--- config.mk ---
export PLATFORM = sky130hd
export DESIGN_NAME = fetch_pipeline
export DESIGN_NICKNAME = d
export VERILOG_FILES = /design/src/rtl/fetch_pkg.sv /design/src/rtl/fetch_pipeline.sv
export SDC_FILE = /design/constraint.sdc
export NUM_CORES = 1
export LEC_CHECK = 0
export CORE_AREA = 8 8 117 119
export DETAILED_ROUTE_END_ITERATION = 16
export DIE_AREA = 0 0 125 127
export PLACE_DENSITY = 0.82
export SLEW_MARGIN = 30
export SYNTH_ARGS = -nofsm -noshare
export SYNTH_HDL_FRONTEND = slang
export SYNTH_SLANG_ARGS = --single-unit
--- constraint.sdc ---
create_clock -name clk -period 4.08 [get_ports clk]
set_input_delay 0.408 -clock clk [delete_from_list [all_inputs] [get_ports clk]]
set_output_delay 0.408 -clock clk [all_outputs]
set_load 0.01 [all_outputs]
--- src/rtl/fetch_pkg.sv ---
// Shared definitions for the instruction-fetch stage.
//   PC_W       : program-counter width
//   INSTR_W    : instruction width
//   NOP_INSTR  : bubble instruction (addi x0,x0,0)
//   fetch_state_t : fetch FSM states
package fetch_pkg;

  localparam int unsigned PC_W    = 16;
  localparam int unsigned INSTR_W = 32;

  localparam logic [INSTR_W-1:0] NOP_INSTR = 32'h0000_0013;

  typedef enum logic [1:0] {
    REQ  = 2'd0,
    WAIT = 2'd1,
    HOLD = 2'd2
  } fetch_state_t;

endpackage

--- src/rtl/fetch_pipeline.sv ---
// Instruction-fetch stage plus IF/ID pipeline register.
// Ports:
//   clk, reset (async, active-high)
//   pc_write_zero, IF_pipeline_write_zero : hazard-unit stalls
//   branch_taken_E, dest_pc_E             : execute-stage redirect
//   imem_req, imem_addr                   : fetch request (one cycle per fetch)
//   imem_rdata, imem_valid                : fetch response (variable latency)
//   instr_D, pc_D, pc_plus4D              : IF/ID register contents
//   fetch_busy                            : FSM is not in REQ
module fetch_pipeline #(
  parameter logic [15:0] RESET_PC  = 16'h0000,
  parameter logic [31:0] NOP_INSTR = fetch_pkg::NOP_INSTR
) (
  input  logic        clk,
  input  logic        reset,
  input  logic        pc_write_zero,
  input  logic        IF_pipeline_write_zero,
  input  logic        branch_taken_E,
  input  logic [15:0] dest_pc_E,
  output logic        imem_req,
  output logic [15:0] imem_addr,
  input  logic [31:0] imem_rdata,
  input  logic        imem_valid,
  output logic [31:0] instr_D,
  output logic [15:0] pc_D,
  output logic [15:0] pc_plus4D,
  output logic        fetch_busy
);

  import fetch_pkg::*;

  fetch_state_t       state_q, state_d;
  logic [PC_W-1:0]    pc_q, pc_d;
  logic               drop_q, drop_d;
  logic [INSTR_W-1:0] buf_q, buf_d;
  logic [INSTR_W-1:0] ifid_instr_q, ifid_instr_d;
  logic [PC_W-1:0]    ifid_pc_q, ifid_pc_d;
  logic [PC_W-1:0]    ifid_pc4_q, ifid_pc4_d;

  logic [PC_W-1:0]    pc_plus4;
  logic               deliver_ok;

  // Wraps modulo 2^16 by width truncation.
  assign pc_plus4   = pc_q + PC_W'(4);
  assign deliver_ok = !IF_pipeline_write_zero && !pc_write_zero;

  // A redirect suppresses the request issued in the same cycle.
  assign imem_req   = (state_q == REQ) && !branch_taken_E && !reset;
  assign imem_addr  = pc_q;
  assign instr_D    = ifid_instr_q;
  assign pc_D       = ifid_pc_q;
  assign pc_plus4D  = ifid_pc4_q;
  assign fetch_busy = (state_q != REQ);

  // Next-state, PC, buffer and IF/ID update.
  always_comb begin
    state_d      = state_q;
    pc_d         = pc_q;
    drop_d       = drop_q;
    buf_d        = buf_q;
    // Empty slot inserts a bubble unless the IF/ID register is stalled.
    ifid_instr_d = IF_pipeline_write_zero ? ifid_instr_q : NOP_INSTR;
    ifid_pc_d    = ifid_pc_q;
    ifid_pc4_d   = ifid_pc4_q;

    if (branch_taken_E) begin
      // Redirect beats every stall and delivery.
      pc_d         = dest_pc_E;
      ifid_instr_d = NOP_INSTR;
      case (state_q)
        WAIT: begin
          if (imem_valid) begin
            drop_d  = 1'b0;
            state_d = REQ;
          end else begin
            // Response still in flight: remember to discard it.
            drop_d = 1'b1;
          end
        end
        default: state_d = REQ;
      endcase
    end else begin
      case (state_q)
        REQ: state_d = WAIT;
        WAIT: begin
          if (imem_valid) begin
            if (drop_q) begin
              drop_d  = 1'b0;
              state_d = REQ;
            end else if (deliver_ok) begin
              ifid_instr_d = imem_rdata;
              ifid_pc_d    = pc_q;
              ifid_pc4_d   = pc_plus4;
              pc_d         = pc_plus4;
              state_d      = REQ;
            end else begin
              buf_d   = imem_rdata;
              state_d = HOLD;
            end
          end
        end
        HOLD: begin
          if (deliver_ok) begin
            ifid_instr_d = buf_q;
            ifid_pc_d    = pc_q;
            ifid_pc4_d   = pc_plus4;
            pc_d         = pc_plus4;
            state_d      = REQ;
          end
        end
        default: state_d = REQ;
      endcase
    end
  end

  // State and datapath registers.
  always_ff @(posedge clk or posedge reset) begin
    if (reset) begin
      state_q      <= REQ;
      pc_q         <= RESET_PC;
      drop_q       <= 1'b0;
      buf_q        <= '0;
      ifid_instr_q <= NOP_INSTR;
      ifid_pc_q    <= '0;
      ifid_pc4_q   <= '0;
    end else begin
      state_q      <= state_d;
      pc_q         <= pc_d;
      drop_q       <= drop_d;
      buf_q        <= buf_d;
      ifid_instr_q <= ifid_instr_d;
      ifid_pc_q    <= ifid_pc_d;
      ifid_pc4_q   <= ifid_pc4_d;
    end
  end

endmodule

==> results of run 1 <==
==> metrics by stage <==
stage          hold slack (ps)  instances
3_5_place_dp               471        771
3_3_place_gp               465        771
5_1_grt                    472        803
2_1_floorplan              475        536
6_report                   477        803
4_1_cts                    446        803
==> worst paths after layout <==
path | end | slack (ps) | cells past startpoint
setup / recovery | buf_q[8] | 1280 | 7
hold / removal | instr_D[1] | 480 | 3
setup reg to reg | buf_q[8] | 1280 | 7
hold reg to reg | pc_plus4D[9] | 480 | 2
max in group asynchronous | buf_q[13] | 2670 | 3
min in group asynchronous | instr_D[28] | 550 | 2
==> cells by family after synthesis <==
| logic type | count (synthesis) |
|---|---|
| fa+ha+maj | 4 |
| compound gates | 200 |
| mux | 57 |
| flops | 113 |
| buf+inv | 68 |
| xor+xnor | 18 |
| simple gates | 76 |
==> report_power, final <==
group          leakage [nW]  total [mW]  internal (mW)  switching, mW
clock                 0.318        1.58           1.08          0.505
combinational          1.45        1.67          0.945          0.720
sequential             1.42        1.83           1.52          0.307
==> area by class of cell <==
type,instances,area [um2]
sequential,113,2830
clock buffer,21,480
timing repair buffer,147,1430
clock inverter,11,158
tap,147,184
multi-input combinational,355,2820
inverter,9,36.3
fill,888,3870
==> critical path, cell delays in order, from the launching register on <==
cell      delay, ps
dfrtp_1         400
inv_1           120
ha_1            510
nand3b_1        130
buf_4           220
nor3_4          470
buf_4           430
mux2_2          390
==> sequential cells by signal, summed over array words and instances, names as in the netlist <==
signal and count:
buf_q 32, instr_D 32, imem_addr 16, pc_D 16, pc_plus4D 14, state_q 2
drop_q 1
==> per-layer routing <==
metal  global-route usage [%]  up-vias  wire length (um)
met2                     34.3      202              7830
met4                     7.38        0               285
li1                         -     2242                 -
met1                     25.0     2470              6780
met3                     6.86       32              1260
met5                        0        -                 0
==> cell usage in the layout (no fill, tap or decap), drive strengths merged, types with 5 or more instances in the layout <==
master	instances
a2111oi	5
a211oi	32
a21oi	32
a22o	59
a22oi	34
buf	14
clkbuf	21
clkdlybuf4s50	133
clkinv	6
dfrtp	110
inv	9
mux2	50
mux2i	7
nand2	30
nand3	10
nor2	6
nor3	8
o21ai	28
xnor2	16
==> results.tsv, run 1 <==
stage	metric	value	unit
pwr	Pleak	3.19	nW
global_routing	largest net degree at the start of global routing	88	
drt	WL final	16.2	mm
floorplan	# IOs	136	
global_routing	vias in the first global route	5047	
global_routing	first-pass GRT wire length	26.8	mm
floorplan	die width	125	um
logic_synthesis	XOR/XNOR share of the synthesized area	2.65	%
drt	first-pass iteration count of the detailed router	5	
setup_path	WP data required	4370	ps
drt	routed length per instance	20.1	um
global_routing	antenna violations before repair	0	
timing	RSZ-0062 raised after global routing	false	
timing	Setup Skew	6.64	ps
pwr	Cell Pwr Density	640	nW/um2
place	area post-placement	7290	um2
logic_synthesis	post-synth cell types	51	
pwr	Tot Pwr	5.08	mW
logic_synthesis	Seq/Total Area, Yosys	47.7	%
layout	Diodes inserted	0	
timing	worst setup margin	1280	ps
layout	Util after Layout	67.2	%
setup_path	CP startpoint	state_q[1]	
run	max-cap violations	0	
logic_synthesis	share of flip-flops with an asynchronous set or reset	100	%
timing	Slew Limit Headroom	44.2	%
setup_path	crit path DAT	3090	ps
timing	final setup violating endpoints	0	
logic_synthesis	top cell type's share of synthesized area	46.4	%
logic_synthesis	largest area contributor in the netlist	dfrtp_1	
min_path	hold crit path type	in -> reg	
timing	Tcrit/Tclk final	68.5	%
drt	Vias/cell	6.16	
layout	Final nets	701	
global_routing	GR Overflow Total	0	
logic_synthesis	main flop type after synthesis	dfrtp_1	
logic_synthesis	most frequent cell after synthesis	dfrtp_1	
logic_synthesis	Compound-Gate Fraction of Synth Area	25.1	%
setup_path	critical path peak fanout	24	
place	dpl hpwl	10.7	mm
setup_path	Crit Path Category	reg -> reg	
drt	Vias	4946	
logic_synthesis	Avg Cell Area, Syn	11.1	um2
logic_synthesis	largest family of logic cells by synthesized area	compound AO/OA/AOI/OAI gates	
logic_synthesis	multiplexer share of the synthesized area	11.4	%
setup_path	type of origin of the critical path	register	
clock_network	cts repair resizes	0	
logic_synthesis	syn nets	594	
drt	DRT iter0 DRCs	509	
logic_synthesis	Simple-Gate Fraction of Synth Area	6.95	%
place	pre-CTS setup slack	1300	ps
floorplan	Die Height	127	um
logic_synthesis	top cells by area, synth	dfrtp_1 (46%), a22o_1 (8.7%), mux2_2 (7.2%)	
clock_network	clock-pin slew on the worst setup and hold paths	50	ps
timing	worst-margin pin slew	837	ps
place	Port-buffer cells	135	
logic_synthesis	Synth warnings	0	
clock_network	CTS Hold Bufs	0	
layout	fraction of layout cells with a size suffix above 1	17.8	%
clock_network	CTS sink cnt	113	
logic_synthesis	Commonest cells post-synth	dfrtp_1 (110), a22o_1 (59), mux2_2 (38), a22oi_1 (34), clkbuf_1 (33)	
timing	Setup Total Neg Slack	0	ps
pwr	Worst VDD drop	0.352	mV
global_routing	gr usage total	20.8	%
timing	post-layout minimum cycle time	2800	ps
timing	max frequency	358	MHz
clock_network	worst skew pair latency	410	ps
clock_network	CTS Buf Count	17	
drt	DRC Markers	0	
logic_synthesis	post-synthesis adder-cell area fraction	0.843	%
logic_synthesis	gate count after technology mapping	536	
timing	final hold violations	0	
setup_path	CP Capture Type	register	
floorplan	core area	11800	um2
run_status	status	finished, final reports clean	
floorplan	starting density of the core	50.3	%
drt	Detail Route Antenna Nets	0	
clock_network	worst-case clock buffer depth	2	
min_path	hold wc startpoint	IF_pipeline_write_zero	
clock_network	CTS tree	yes	
place	gpl congestion	0.789	
clock_network	Root Driver	clkbuf_16	
logic_synthesis	Yosys reg bits	113	
setup_path	Reg-to-Reg Start	state_q[1]	
layout	Area Growth Syn to Fin	33.7	%
logic_synthesis	Post-synth EDFFs	0	
floorplan	Die ar.	15900	um2
floorplan	Std-Cell Rows	40	
clock_network	H-tree lvl count	4	
timing	Slew Limit Fails	0	
layout	fin area	7940	um2
logic_synthesis	Cell Area, Synth	5940	um2
clock_network	setup bufs post-CTS	0	
No activity file was read; power rests on OpenSTA's default activity.
==> run 2: changes to the inputs <==
CORE_AREA = 8 8 123 125   (was 8 8 117 119)
DIE_AREA = 0 0 131 133   (was 0 0 125 127)
PLACE_DENSITY = 0.78   (was 0.82)
clock period = 2.3 ns   (was 4.08 ns; I/O delays follow)
==> run 2 against run 1 <==
Net effect:
- final area up 1.4%
- clock skew about the same
- flip-flop and latch count unchanged
- non-clock buffer count up 9
- cell count up 4.6%
- critical path depth up 1
- worst hold slack worse by 79 ps
- clock power up 68%
- critical endpoint is now imem_addr[4]
- highest routed layer is now met5
==> results.tsv, run 2 (synthesized netlist as in run 1, its figures left out) <==
stage	metric	value	unit
global_routing	largest net degree at the start of global routing	114	
pwr	internal power	6.20	mW
layout	Diodes inserted	0	
drt	Detail Route Antenna Nets	0	
drt	WL final	16.3	mm
layout	most frequent cells in the layout	clkdlybuf4s50_1 (132), dfrtp_1 (110), a22o_1 (59)	
layout	register cell area after layout	2830	um2
floorplan	# IOs	136	
clock_network	clock-pin slew on the worst setup and hold paths	50	ps
setup_path	crit path DAT	2490	ps
timing	worst-margin pin slew	608	ps
floorplan	core area	13100	um2
layout	Fillers	1040	
pwr	sw power	2.68	mW
pwr	Sw Share	30.1	%
pwr	Clock Power Share	29.8	%
pwr	Cell Pwr Density	1100	nW/um2
global_routing	gr usage total	19.3	%
clock_network	worst-case clock buffer depth	2	
drt	Vias	4941	
layout	Area Growth Syn to Fin	35.6	%
clock_network	CTS sink cnt	113	
timing	RSZ-0062 raised after global routing	false	
floorplan	starting density of the core	45.4	%
setup_path	Crit Path Category	reg -> reg	
layout	fraction of layout cells with a size suffix above 1	18.4	%
drt	DRC Markers	0	
drt	first-pass iteration count of the detailed router	7	
min_path	hold crit path type	in -> async	
setup_path	critical path peak fanout	12	
pwr	Pleak	3.24	nW
clock_network	worst skew pair latency	400	ps
timing	Slew Limit Headroom	59.5	%
pwr	Tot Pwr	8.88	mW
clock_network	CTS tree	yes	
timing	final setup violating endpoints	0	
setup_path	CP Capture Type	register	
drt	Vias/cell	5.88	
timing	final hold violations	0	
pwr	Flop pwr share	36.3	%
drt	DRT iter0 DRCs	397	
setup_path	WP data required	2580	ps
timing	Slew Limit Fails	0	
run	max-cap violations	0	
timing	Tcrit/Tclk final	96.2	%
timing	Setup Total Neg Slack	0	ps
global_routing	vias in the first global route	5086	
clock_network	CTS Hold Bufs	0	
place	gpl congestion	0.815	
floorplan	Die ar.	17400	um2
setup_path	type of origin of the critical path	register	
clock_network	CTS Buf Count	17	
layout	commonest non-fill, non-tap cell in the layout	clkdlybuf4s50_1	
clock_network	H-tree lvl count	4	
run_status	status	finished, final reports clean	
timing	max frequency	452	MHz
clock_network	Root Driver	clkbuf_16	
global_routing	antenna violations before repair	1	
pwr	Worst VDD drop	0.606	mV
timing	Setup Skew	6.24	ps
global_routing	first-pass GRT wire length	26.7	mm
floorplan	Die Height	133	um
global_routing	GR Overflow Total	0	
drt	routed length per instance	19.5	um
place	dpl hpwl	10.9	mm
pwr	Gate power share	33.9	%
place	Port-buffer cells	135	
layout	Final nets	710	
timing	post-layout minimum cycle time	2210	ps
floorplan	Std-Cell Rows	42	
floorplan	die width	131	um
layout	multi-input logic area	2810	um2
[run 2: cell count changes in the layout (fill, tap and decap cells not counted), sizes merged]
cell           change
buf                +9
clkbuf             +6
clkinv             -4
bufinv             -2
clkdlybuf4s50      -1
dlymetal6s2s       +1
inv                -1
[run 2: path summary, 6_finish.rpt]
kind	startpoint	end	slack [ps]	cells after the start
setup / recovery	state_q[1]	imem_addr[4]	90	8
hold / removal	reset	instr_D[28]	400	3
setup reg to reg	state_q[1]	imem_addr[4]	90	8
hold reg to reg	pc_plus4D[10]	pc_plus4D[10]	480	2
max in group asynchronous	reset	instr_D[15]	1480	3
min in group clk	branch_taken_E	imem_addr[5]	400	4
[run 2: cell type report]
type                            instances  area share, %
Clock buffer                           27           6.62
Clock inverter                          4          0.870
Inverter                                9          0.466
Multi-Input combinational cell        355           34.9
Sequential cell                       113           35.2
Tap cell                              176           2.74
Timing Repair Buffer                  156           19.3
[run 2: critical path: stages (launching register included)]
cell and delay (ps):
dfrtp_1 380, inv_1 90, ha_1 220, buf_4 200, nand2b_1 250, buf_4 210, a21oi_4 280, a21boi_0 170
o31a_1 300
[run 2: repair_timing]
item | CTS | global route
setup buffers | 0 | 0
setup endpoints to repair | 0 | 1
gates resized for setup | 0 | 1
[run 2: layer usage]
layer / vias up / global-route usage (%) / wire length, um
met3: 25 / 6.03 / 1320
met2: 210 / 30.2 / 7920
met1: 2451 / 24.1 / 6840
met5: - / 0 / 10
li1: 2253 / - / -
met4: 2 / 7.47 / 251
[run 2: stage by stage]
step | setup WS, ps | hold WS [ps] | instances | utilization (%) | area, um2
6_report | 88.3 | 398 | 840 | 61.5 | 8050
3_3_place_gp | 202 | 466 | 809 | 56.9 | 7440
2_1_floorplan | 335 | 316 | 536 | - | 5940
3_5_place_dp | 116 | 475 | 809 | 56.9 | 7440
4_1_cts | 86.8 | 385 | 840 | 61.5 | 8050
5_1_grt | 20.7 | 412 | 840 | 61.5 | 8050
[run 2: power by group through the flow]
stage | sequential [mW] | clock (mW) | combinational (mW)
after floorplan | 3.31 | 0 | 1.52
after global placement | 3.21 | 0 | 2.92
after detailed placement | 3.24 | 0 | 3.03
after CTS | 3.22 | 2.69 | 3.04
after global routing | 3.32 | 2.78 | 3.26
final | 3.22 | 2.65 | 3.01
